File: config.mk
export PLATFORM = sky130hd
export DESIGN_NAME = ad7124_cfg_seq
export DESIGN_NICKNAME = d
export VERILOG_FILES = /design/src/rtl/ad7124_pkg.sv /design/src/rtl/ad7124_spi_shift.sv /design/src/rtl/ad7124_cfg_seq.sv
export SDC_FILE = /design/constraint.sdc
export NUM_CORES = 1
export LEC_CHECK = 0
export ABC_CLOCK_PERIOD_IN_PS = 3300
export BUFFER_PORTS_ARGS = -buffer_cell sky130_fd_sc_hd__buf_2
export CAP_MARGIN = 20
export CELL_PAD_IN_SITES_DETAIL_PLACEMENT = 0
export CELL_PAD_IN_SITES_GLOBAL_PLACEMENT = 2
export CORE_ASPECT_RATIO = 1.25
export CORE_UTILIZATION = 42
export CTS_CLUSTER_DIAMETER = 120
export DETAILED_ROUTE_END_ITERATION = 16
export HOLD_SLACK_MARGIN = 0.15
export PLACE_DENSITY = 0.89
export SLEW_MARGIN = 20
export SYNTH_ARGS = -nofsm -noshare
export SYNTH_HDL_FRONTEND = slang
export SYNTH_HIERARCHICAL = 1
export SYNTH_SLANG_ARGS = --single-unit
File: constraint.sdc
create_clock -name PL_clk -period 3.3 [get_ports PL_clk]
set_clock_uncertainty 0.15 [all_clocks]
set_input_delay 0.495 -clock PL_clk [delete_from_list [all_inputs] [get_ports PL_clk]]
set_output_delay 0.495 -clock PL_clk [all_outputs]
set_load 0.005 [all_outputs]
File: src/rtl/ad7124_pkg.sv
// Shared definitions for the AD7124 configuration sequencer.
// Contents: sequencer/shift-engine state enums, table entry payload,
// command prefixes, register address constants, frame helper functions.
package ad7124_pkg;

  localparam int unsigned FRAME_W = 32;

  typedef enum logic [2:0] {
    ST_IDLE,
    ST_LOAD,
    ST_WR_XFER,
    ST_GAP,
    ST_RD_XFER,
    ST_CHECK,
    ST_GAP2,
    ST_DONE
  } seq_state_t;

  typedef enum logic [1:0] {
    SH_IDLE,
    SH_LEAD,
    SH_SHIFT,
    SH_TAIL
  } shift_state_t;

  typedef struct packed {
    logic [5:0]  addr;
    logic [23:0] data;
    logic [1:0]  len;
  } tbl_entry_t;

  localparam logic [1:0] AD7124_WR_CMD = 2'b00;
  localparam logic [1:0] AD7124_RD_CMD = 2'b01;

  localparam logic [5:0] ADC_CONTROL  = 6'h01;
  localparam logic [5:0] IO_CONTROL_1 = 6'h03;
  localparam logic [5:0] CHANNEL_0    = 6'h09;
  localparam logic [5:0] CONFIG_0     = 6'h19;
  localparam logic [5:0] FILTER_0     = 6'h21;

  // Mask selecting the low len bytes of right-justified data.
  function automatic logic [23:0] data_mask(input logic [1:0] len);
    case (len)
      2'd1:    return 24'h0000FF;
      2'd2:    return 24'h00FFFF;
      default: return 24'hFFFFFF;
    endcase
  endfunction

  // Total frame length in bits: command byte plus len data bytes.
  function automatic logic [5:0] frame_bits(input logic [1:0] len);
    case (len)
      2'd1:    return 6'd16;
      2'd2:    return 6'd24;
      2'd3:    return 6'd32;
      default: return 6'd8;
    endcase
  endfunction

  // MSB-aligned 32-bit frame: command byte then the len data bytes.
  function automatic logic [31:0] build_frame(input logic [1:0] cmd, input logic [5:0] addr,
                                              input logic [23:0] data, input logic [1:0] len);
    logic [23:0] d;
    d = data & data_mask(len);
    case (len)
      2'd1:    return {cmd, addr, d[7:0], 16'h0000};
      2'd2:    return {cmd, addr, d[15:0], 8'h00};
      default: return {cmd, addr, d};
    endcase
  endfunction

endpackage

File: src/rtl/ad7124_spi_shift.sv
// SPI mode 3 shift engine shared by write and readback transfers.
// Ports: PL_clk/rst; go (accepted when ready), frame (MSB-aligned), nbits,
// cs_mask (one-hot line to assert, may be zero); ready, rdata (bits shifted
// in, last bit at LSB); spi_sclk/spi_cs_n/spi_mosi out, spi_miso in.
module ad7124_spi_shift
  import ad7124_pkg::*;
#(
  parameter int unsigned DIV    = 8,
  parameter int unsigned NUM_CS = 7
) (
  input  logic              PL_clk,
  input  logic              rst,
  input  logic              go,
  input  logic [31:0]       frame,
  input  logic [5:0]        nbits,
  input  logic [NUM_CS-1:0] cs_mask,
  output logic              ready,
  output logic [31:0]       rdata,
  output logic              spi_sclk,
  output logic [NUM_CS-1:0] spi_cs_n,
  output logic              spi_mosi,
  input  logic              spi_miso
);

  localparam int unsigned CNT_W = (DIV > 1) ? $clog2(DIV) : 1;
  localparam logic [CNT_W-1:0] CNT_LAST = CNT_W'(DIV - 1);

  shift_state_t      st_q, st_d;
  logic [CNT_W-1:0]  cnt_q, cnt_d;
  logic [6:0]        half_q, half_d;
  logic [31:0]       tx_q, tx_d;
  logic [31:0]       rx_q, rx_d;
  logic [5:0]        nbits_q, nbits_d;
  logic              sclk_q, sclk_d;
  logic              mosi_q, mosi_d;
  logic [NUM_CS-1:0] cs_n_q, cs_n_d;
  logic              ready_q, ready_d;
  logic              tick;
  logic [6:0]        last_half;

  // State and datapath registers; bus idles with sclk high, cs_n high.
  always_ff @(posedge PL_clk or posedge rst) begin
    if (rst) begin
      st_q    <= SH_IDLE;
      cnt_q   <= '0;
      half_q  <= '0;
      tx_q    <= '0;
      rx_q    <= '0;
      nbits_q <= '0;
      sclk_q  <= 1'b1;
      mosi_q  <= 1'b0;
      cs_n_q  <= '1;
      ready_q <= 1'b1;
    end else begin
      st_q    <= st_d;
      cnt_q   <= cnt_d;
      half_q  <= half_d;
      tx_q    <= tx_d;
      rx_q    <= rx_d;
      nbits_q <= nbits_d;
      sclk_q  <= sclk_d;
      mosi_q  <= mosi_d;
      cs_n_q  <= cs_n_d;
      ready_q <= ready_d;
    end
  end

  // Next-state: lead-in, 2*nbits half periods, then a trailing high guard.
  always_comb begin
    st_d      = st_q;
    cnt_d     = cnt_q;
    half_d    = half_q;
    tx_d      = tx_q;
    rx_d      = rx_q;
    nbits_d   = nbits_q;
    sclk_d    = sclk_q;
    mosi_d    = mosi_q;
    cs_n_d    = cs_n_q;
    tick      = (cnt_q == CNT_LAST);
    last_half = 7'({nbits_q, 1'b0}) - 7'd1;

    case (st_q)
      SH_IDLE: begin
        if (go) begin
          st_d    = SH_LEAD;
          cnt_d   = '0;
          half_d  = '0;
          tx_d    = frame;
          rx_d    = '0;
          nbits_d = nbits;
          cs_n_d  = ~cs_mask;
        end
      end
      SH_LEAD: begin
        cnt_d = cnt_q + CNT_W'(1);
        if (tick) begin
          cnt_d  = '0;
          sclk_d = 1'b0;
          mosi_d = tx_q[31];
          tx_d   = tx_q << 1;
          st_d   = SH_SHIFT;
        end
      end
      SH_SHIFT: begin
        cnt_d = cnt_q + CNT_W'(1);
        if (tick) begin
          cnt_d  = '0;
          half_d = half_q + 7'd1;
          if (!half_q[0]) begin
            // Rising edge: capture MISO.
            sclk_d = 1'b1;
            rx_d   = {rx_q[30:0], spi_miso};
          end else if (half_q == last_half) begin
            st_d = SH_TAIL;
          end else begin
            // Falling edge: present next bit.
            sclk_d = 1'b0;
            mosi_d = tx_q[31];
            tx_d   = tx_q << 1;
          end
        end
      end
      SH_TAIL: begin
        cnt_d = cnt_q + CNT_W'(1);
        if (tick) begin
          cnt_d  = '0;
          cs_n_d = '1;
          mosi_d = 1'b0;
          st_d   = SH_IDLE;
        end
      end
      default: st_d = SH_IDLE;
    endcase

    ready_d = (st_d == SH_IDLE);
  end

  assign ready    = ready_q;
  assign rdata    = rx_q;
  assign spi_sclk = sclk_q;
  assign spi_cs_n = cs_n_q;
  assign spi_mosi = mosi_q;

endmodule

File: src/rtl/ad7124_cfg_seq.sv
// Table-driven AD7124 register-write sequencer with optional readback verify.
// Ports: PL_clk/rst; start, chip_sel, verify_en (sampled at start);
// tbl_idx out / tbl_addr, tbl_data, tbl_len in (combinational table);
// busy, done, err, err_idx status; spi_sclk, spi_cs_n, spi_mosi, spi_miso.
module ad7124_cfg_seq
  import ad7124_pkg::*;
#(
  parameter int unsigned NUM_REGS   = 6,
  parameter int unsigned DIV        = 8,
  parameter int unsigned GAP_CYCLES = 800,
  parameter int unsigned NUM_CS     = 7,
  localparam int unsigned IDX_W     = (NUM_REGS > 1) ? $clog2(NUM_REGS) : 1
) (
  input  logic              PL_clk,
  input  logic              rst,
  input  logic              start,
  input  logic [2:0]        chip_sel,
  input  logic              verify_en,
  output logic [IDX_W-1:0]  tbl_idx,
  input  logic [5:0]        tbl_addr,
  input  logic [23:0]       tbl_data,
  input  logic [1:0]        tbl_len,
  output logic              busy,
  output logic              done,
  output logic              err,
  output logic [IDX_W-1:0]  err_idx,
  output logic              spi_sclk,
  output logic [NUM_CS-1:0] spi_cs_n,
  output logic              spi_mosi,
  input  logic              spi_miso
);

  localparam int unsigned GAP_W = (GAP_CYCLES > 1) ? $clog2(GAP_CYCLES) : 1;
  localparam logic [GAP_W-1:0] GAP_LAST = GAP_W'(GAP_CYCLES - 1);
  localparam logic [IDX_W-1:0] IDX_LAST = IDX_W'(NUM_REGS - 1);

  seq_state_t        state_q, state_d;
  logic [IDX_W-1:0]  idx_q, idx_d;
  tbl_entry_t        entry_q, entry_d;
  logic [2:0]        cs_sel_q, cs_sel_d;
  logic              verify_q, verify_d;
  logic              err_q, err_d;
  logic [IDX_W-1:0]  err_idx_q, err_idx_d;
  logic [GAP_W-1:0]  gap_q, gap_d;
  logic              launched_q, launched_d;
  logic              busy_q, busy_d;
  logic              done_q, done_d;

  logic              shift_go;
  logic              shift_ready;
  logic [31:0]       shift_frame;
  logic [5:0]        shift_nbits;
  logic [31:0]       shift_rdata;
  logic [NUM_CS-1:0] cs_mask;
  logic              is_read;
  logic              mismatch;

  // Out-of-range chip_sel runs the sequence with no line selected.
  assign cs_mask = (32'(cs_sel_q) < NUM_CS) ? (NUM_CS'(1) << cs_sel_q) : '0;

  assign is_read     = (state_q == ST_RD_XFER);
  assign shift_frame = build_frame(is_read ? AD7124_RD_CMD : AD7124_WR_CMD, entry_q.addr,
                                   is_read ? 24'h000000 : entry_q.data, entry_q.len);
  assign shift_nbits = frame_bits(entry_q.len);
  assign mismatch    = ((shift_rdata & {8'h00, data_mask(entry_q.len)}) !=
                        {8'h00, entry_q.data & data_mask(entry_q.len)});

  ad7124_spi_shift #(
    .DIV    (DIV),
    .NUM_CS (NUM_CS)
  ) u_shift (
    .PL_clk   (PL_clk),
    .rst      (rst),
    .go       (shift_go),
    .frame    (shift_frame),
    .nbits    (shift_nbits),
    .cs_mask  (cs_mask),
    .ready    (shift_ready),
    .rdata    (shift_rdata),
    .spi_sclk (spi_sclk),
    .spi_cs_n (spi_cs_n),
    .spi_mosi (spi_mosi),
    .spi_miso (spi_miso)
  );

  // State and sequencer registers.
  always_ff @(posedge PL_clk or posedge rst) begin
    if (rst) begin
      state_q    <= ST_IDLE;
      idx_q      <= '0;
      entry_q    <= '0;
      cs_sel_q   <= '0;
      verify_q   <= 1'b0;
      err_q      <= 1'b0;
      err_idx_q  <= '0;
      gap_q      <= '0;
      launched_q <= 1'b0;
      busy_q     <= 1'b0;
      done_q     <= 1'b0;
    end else begin
      state_q    <= state_d;
      idx_q      <= idx_d;
      entry_q    <= entry_d;
      cs_sel_q   <= cs_sel_d;
      verify_q   <= verify_d;
      err_q      <= err_d;
      err_idx_q  <= err_idx_d;
      gap_q      <= gap_d;
      launched_q <= launched_d;
      busy_q     <= busy_d;
      done_q     <= done_d;
    end
  end

  // Next-state and sequencing control.
  always_comb begin
    state_d    = state_q;
    idx_d      = idx_q;
    entry_d    = entry_q;
    cs_sel_d   = cs_sel_q;
    verify_d   = verify_q;
    err_d      = err_q;
    err_idx_d  = err_idx_q;
    gap_d      = gap_q;
    launched_d = launched_q;
    shift_go   = 1'b0;

    case (state_q)
      ST_IDLE: begin
        if (start) begin
          cs_sel_d  = chip_sel;
          verify_d  = verify_en;
          err_d     = 1'b0;
          err_idx_d = '0;
          idx_d     = '0;
          state_d   = ST_LOAD;
        end
      end
      ST_LOAD: begin
        entry_d    = '{addr: tbl_addr, data: tbl_data, len: tbl_len};
        launched_d = 1'b0;
        state_d    = (tbl_len == 2'd0) ? ST_DONE : ST_WR_XFER;
      end
      ST_WR_XFER, ST_RD_XFER: begin
        // Launch once, then wait for the engine to return to idle.
        if (!launched_q) begin
          shift_go   = shift_ready;
          launched_d = shift_ready;
        end else if (shift_ready) begin
          launched_d = 1'b0;
          gap_d      = '0;
          state_d    = is_read ? ST_CHECK : ST_GAP;
        end
      end
      ST_CHECK: begin
        if (mismatch) begin
          err_d = 1'b1;
          if (!err_q) err_idx_d = idx_q;
        end
        gap_d   = '0;
        state_d = ST_GAP2;
      end
      ST_GAP, ST_GAP2: begin
        gap_d = gap_q + GAP_W'(1);
        if (gap_q == GAP_LAST) begin
          gap_d = '0;
          if (state_q == ST_GAP && verify_q) begin
            launched_d = 1'b0;
            state_d    = ST_RD_XFER;
          end else if (idx_q == IDX_LAST) begin
            state_d = ST_DONE;
          end else begin
            idx_d   = idx_q + IDX_W'(1);
            state_d = ST_LOAD;
          end
        end
      end
      ST_DONE: begin
        idx_d   = '0;
        state_d = ST_IDLE;
      end
      default: state_d = ST_IDLE;
    endcase

    busy_d = (state_d != ST_IDLE) && (state_d != ST_DONE);
    done_d = (state_d == ST_DONE);
  end

  assign tbl_idx = idx_q;
  assign busy    = busy_q;
  assign done    = done_q;
  assign err     = err_q;
  assign err_idx = err_idx_q;

endmodule

Word-level counts from Yosys, hierarchy flattened
Cells that the tools add are included.
Word-level totals
  register bits after elaboration: 151
  logic and storage cells: 176
  output and inout bits: 18
  input port bits: 40
Cells by class
  shift-type cells: 1
  order comparisons: 1
  reduce and logical (&&, ||, !) cells: 32
  bitwise logic cells: 4
  eq/ne operators: 37
  $add $sub $neg: 5
  muxes and demuxes: 73
Operators by type and width (number)
  32-bit 2-to-1 mux: 8
  24-bit one-hot mux with 2 select lines: 2
  32-bit one-hot mux with 3 select lines: 1
  32-bit one-hot mux with 2 select lines: 1
  24-bit bitwise AND: 2
  3-bit 2-to-1 mux: 16
  7-bit 2-to-1 mux: 5
  32-bit by 24-bit bitwise AND with 32-bit output: 1
  32-bit by 24-bit inequality test with 1-bit output: 1
  10-bit 2-to-1 mux: 3
  10-bit one-hot mux with 3 select lines: 1
  7-bit one-hot mux with 2 select lines: 2
  24-bit 2-to-1 mux: 1
  2-bit inequality test, second input constant: 11
  3-bit == test, second input constant: 7
  3-bit one-hot mux with 6 select lines: 1
  6-bit one-hot mux with 3 select lines: 1
  3-bit nonzero test: 6
  1-bit 2-to-1 mux: 17
  3-bit AND reduction: 5
  2-bit 2-to-1 mux: 6
  3-bit one-hot mux with 2 select lines: 2
  4-bit AND reduction: 3
  6-bit AND reduction: 2
  27 further kinds: 48

Longest topological paths before layout
  depth in word-level cells: 7
  gate-level depth with buffers: 10
  mapped depth without buffers: 8

Hierarchy
The synthesis kept the hierarchy.
By module, submodules not included
  ad7124_spi_shift: instances 1, seq. area each 2313.5 µm², cells an instance 337, area an instance 4419.2 µm²
  ad7124_cfg_seq: instances 1, seq. area each 1476.4 µm², cells an instance 329, area an instance 3440.8 µm²

Worst setup path before layout
Ideal clock, no wire load.
  path kind: reg2reg
  from: register state_q[2]
  to: register u_shift.tx_q[0]
  library setup time: 0.125 ns
  buffers on the path: 3
  data required time: 3.025 ns
  arrival time: 2.491 ns
  cell stages (with the launch flop): 10
  period minus slack after synthesis: 2.766 ns
  setup slack: 0.534 ns
  cells stage by stage: dfrtp_1 > buf_2 > nor2b_1 > o211a_1 > nor2b_1 > buf_2 > or4_1 > o22ai_4 > buf_6 > mux2_4
On the way
  elaborated cells between the ends (all ways): 11
  those cells by class: eq/ne: 3; mux: 5; bitwise: 1; reduce/logical: 2
RTL lines
  start: declaration: RTL line ad7124_cfg_seq.sv:37  | seq_state_t state_q, state_d;
  start signal: assignment: RTL line ad7124_cfg_seq.sv:101  | state_q <= state_d;
  3-bit == test / 3-bit by 2-bit == test with 1-bit output (equally long branches): RTL line ad7124_cfg_seq.sv:128  | case (state_q)
  2-bit OR reduction *: RTL line ad7124_cfg_seq.sv:128
  1-bit 2-to-1 mux *: RTL line ad7124_cfg_seq.sv:128
  via shift_go: RTL line ad7124_cfg_seq.sv:49  | logic shift_go;
  2-bit inequality test (no source line) *
  6-bit AND reduction (no source line) *
  end signal: assignment: RTL line ad7124_spi_shift.sv:58  | tx_q <= tx_d;
  end: declaration: RTL line ad7124_spi_shift.sv:31  | logic [31:0] tx_q, tx_d;
Mark *: on every way through the listed nets, which the timed path passes. The rest lies on a longest branch. The select of a mux whose other input is x is not followed.
A chain may end at the register's enable or synchronous reset.

Worst setup path after layout
  from: register state_q[2]
  to: register u_shift.tx_q[31]
Same word-level chain as after synthesis.

==> flow_summary.yaml <==
grt:
  grt_pass1_wl_um: 28400
  grt-ovfl-total: 0
  antenna_found_initial: 0
  globalRouteTotalUtil_pct: 19.5
  grt_pass1_vias: 5501
  grt_max_degree: 35
setup_path:
  setup.worst_path.class: "reg2reg"
  critPathMaxFanout: 32
  arrival_ns: 2.95
  rrSetupSlack_ns: 0.50
  endpoint_kind: "flop"
  r2r_end: "u_shift/tx_q[31]"
  worstSetupStartpointType: "flop"
  required_ns: 3.45
  r2r_start: "state_q[2]"
  r2r_cells: 8
floorplanning:
  die_w_um: 122
  coreArea_mm2: 0.0176
  start_util_pct: 43.2
  io-pin-count: 58
  dieArea_mm2: 0.0186
  num_rows: 54
  dieHeight_um: 152
logic_synthesis:
  synthCells: 650
  synth_warnings: 6
  postSynthAreaPerCell_um2: 11.7
  synth_area_mm2: 0.00759
sta:
  max_freq_mhz: 357
  max_slew_margin_pct: 42.7
  grt_setup_unrepaired: "no"
  hold_viol: 0
  finalSetupViolCount: 0
  slew_violations: 0
  period_share_pct: 84.9
  worst_pin_slew_ns: 0.857
  setup_tns_ns: 0
  period_needed_ns: 2.80
cells_and_area:
  drive_gt1_share_pct: 31.0
  syn_to_final_growth_pct: 17.1
  n_antenna_cell: 0
  final_common_cell: "dfrtp_1"
  final_nets: 791
  fill_cells: 1573
  most-common-layout-cells: "dfrtp_1 (134), mux2_2 (74), buf_2 (57), a22o_1 (38), xor2_1 (34)"
cts:
  cts_buffers: 17
  insertion_delay_ns: 0.42
  htree_levels: 4
  clk_path_buf_depth: 2
  cts_root_buf: "clkbuf_16"
  clk_pin_slew_ns: 0.06
  cts.sinks: 143
  cts_tree: "yes"
min_path:
  hold_depth: 2
  worstHoldEndpoint: "entry_q[25]"
  worstHoldStart: "tbl_data[23]"
  hp-class: "in2reg"
detailed_routing:
  dr.pass1.iters: 6
  ant_nets: 0
  drt_iter0_markers: 362
  post_drt_via_cell_ratio: 5.54
  wl_per_cell_um: 17.5
  drt-total-wl_um: 17000
  post-route-drc-count: 0
  vias: 5365
pwr:
  power_leakage_nw: 4.32
  power.total_mw: 8.69
  power.density_mw_per_mm2: 977
  ir_drop_mv: 0.613
job:
  cap_violations: 0
status:
  run_status: "finished, final reports clean"
place:
  hpwlAfterDp_um: 11900
  gp_congestion: 0.825
  port_buffers: 57
[cell type report]
| type | instances | area (µm²) | area share [%] |
|---|---|---|---|
| inverter | 26 | 98.8 | 1.11 |
| timing repair buffer | 94 | 626 | 7.04 |
| clock inverter | 12 | 111 | 1.25 |
| sequential | 143 | 3590 | 40.4 |
| clock buffer | 19 | 433 | 4.87 |
| tap | 224 | 280 | 3.15 |
| multi-input combinational | 451 | 3750 | 42.2 |
[flip-flops by register name (all words and copies together), names as in the netlist, 2 cells and up]
signal and count:
u_shift/cnt_q 3, u_shift/tx_q 32, state_q 3, err_idx 3
u_shift/st_q 2, u_shift/nbits_q 6, cs_sel_q 3, tbl_idx 3
u_shift/half_q 7, u_shift/rdata 24, u_shift/spi_cs_n 7, entry_q 32
gap_q 10
[worst max path at each step]
stage                        to        from  slack, ns  depth (start not counted)
3_3_place_gp   u_shift/tx_q[19]  state_q[2]       0.61                          8
6_report       u_shift/tx_q[31]  state_q[2]       0.50                          8
3_5_place_dp   u_shift/tx_q[30]  state_q[2]       0.52                          8
2_1_floorplan  u_shift/cnt_q[0]         rst       0.50                          1
4_1_cts        u_shift/tx_q[30]  state_q[2]       0.49                          8
5_1_grt        u_shift/tx_q[31]  state_q[2]       0.23                          8
[stage by stage]
step                      std cells  hold WS (ns)  area [µm²]  utilization, %  setup slack, ns
after floorplan                 653         0.300        7600               -            0.505
after global routing            969         0.151        8890            50.6            0.231
after CTS                       969         0.152        8890            50.6            0.490
after detailed placement        918         0.338        8140            46.4            0.519
final                           969         0.160        8890            50.6            0.498
after global placement          918         0.316        8140            46.4            0.611
[routing by layer]
metal | vias up | wire [µm] | global-route usage [%]
met1 | 2706 | 7560 | 25.3
met2 | 109 | 8420 | 31.8
met5 | - | 0 | 0
met4 | 0 | 357 | 7.96
met3 | 29 | 651 | 3.71
li1 | 2521 | - | -
[worst max-delay path, cell delays in order (launching register included)]
cell and delay, ns:
dfrtp_1 0.49, nor2b_1 0.25, o211a_1 0.27, nor2b_1 0.13, nor4_1 0.38, o31ai_2 0.15
o22ai_4 0.22, buf_12 0.27, mux2_1 0.35
[timing repair]
item,4_1_cts,5_1_grt
buffers inserted,0,0
endpoints found under the hold margin,72,0
hold buffers,20,0
gates resized for setup,0,0
setup endpoints to repair,0,0
[where the power goes]
part           leakage, nW  total [mW]  internal (mW)  switching, mW
sequential            1.87        2.99           2.36          0.638
combinational         2.19        3.91           2.01           1.90
clock                0.260        1.79           1.04          0.753
total                 4.32        8.69           5.40           3.29
Note: power is estimated with default switching activity, not from simulation.
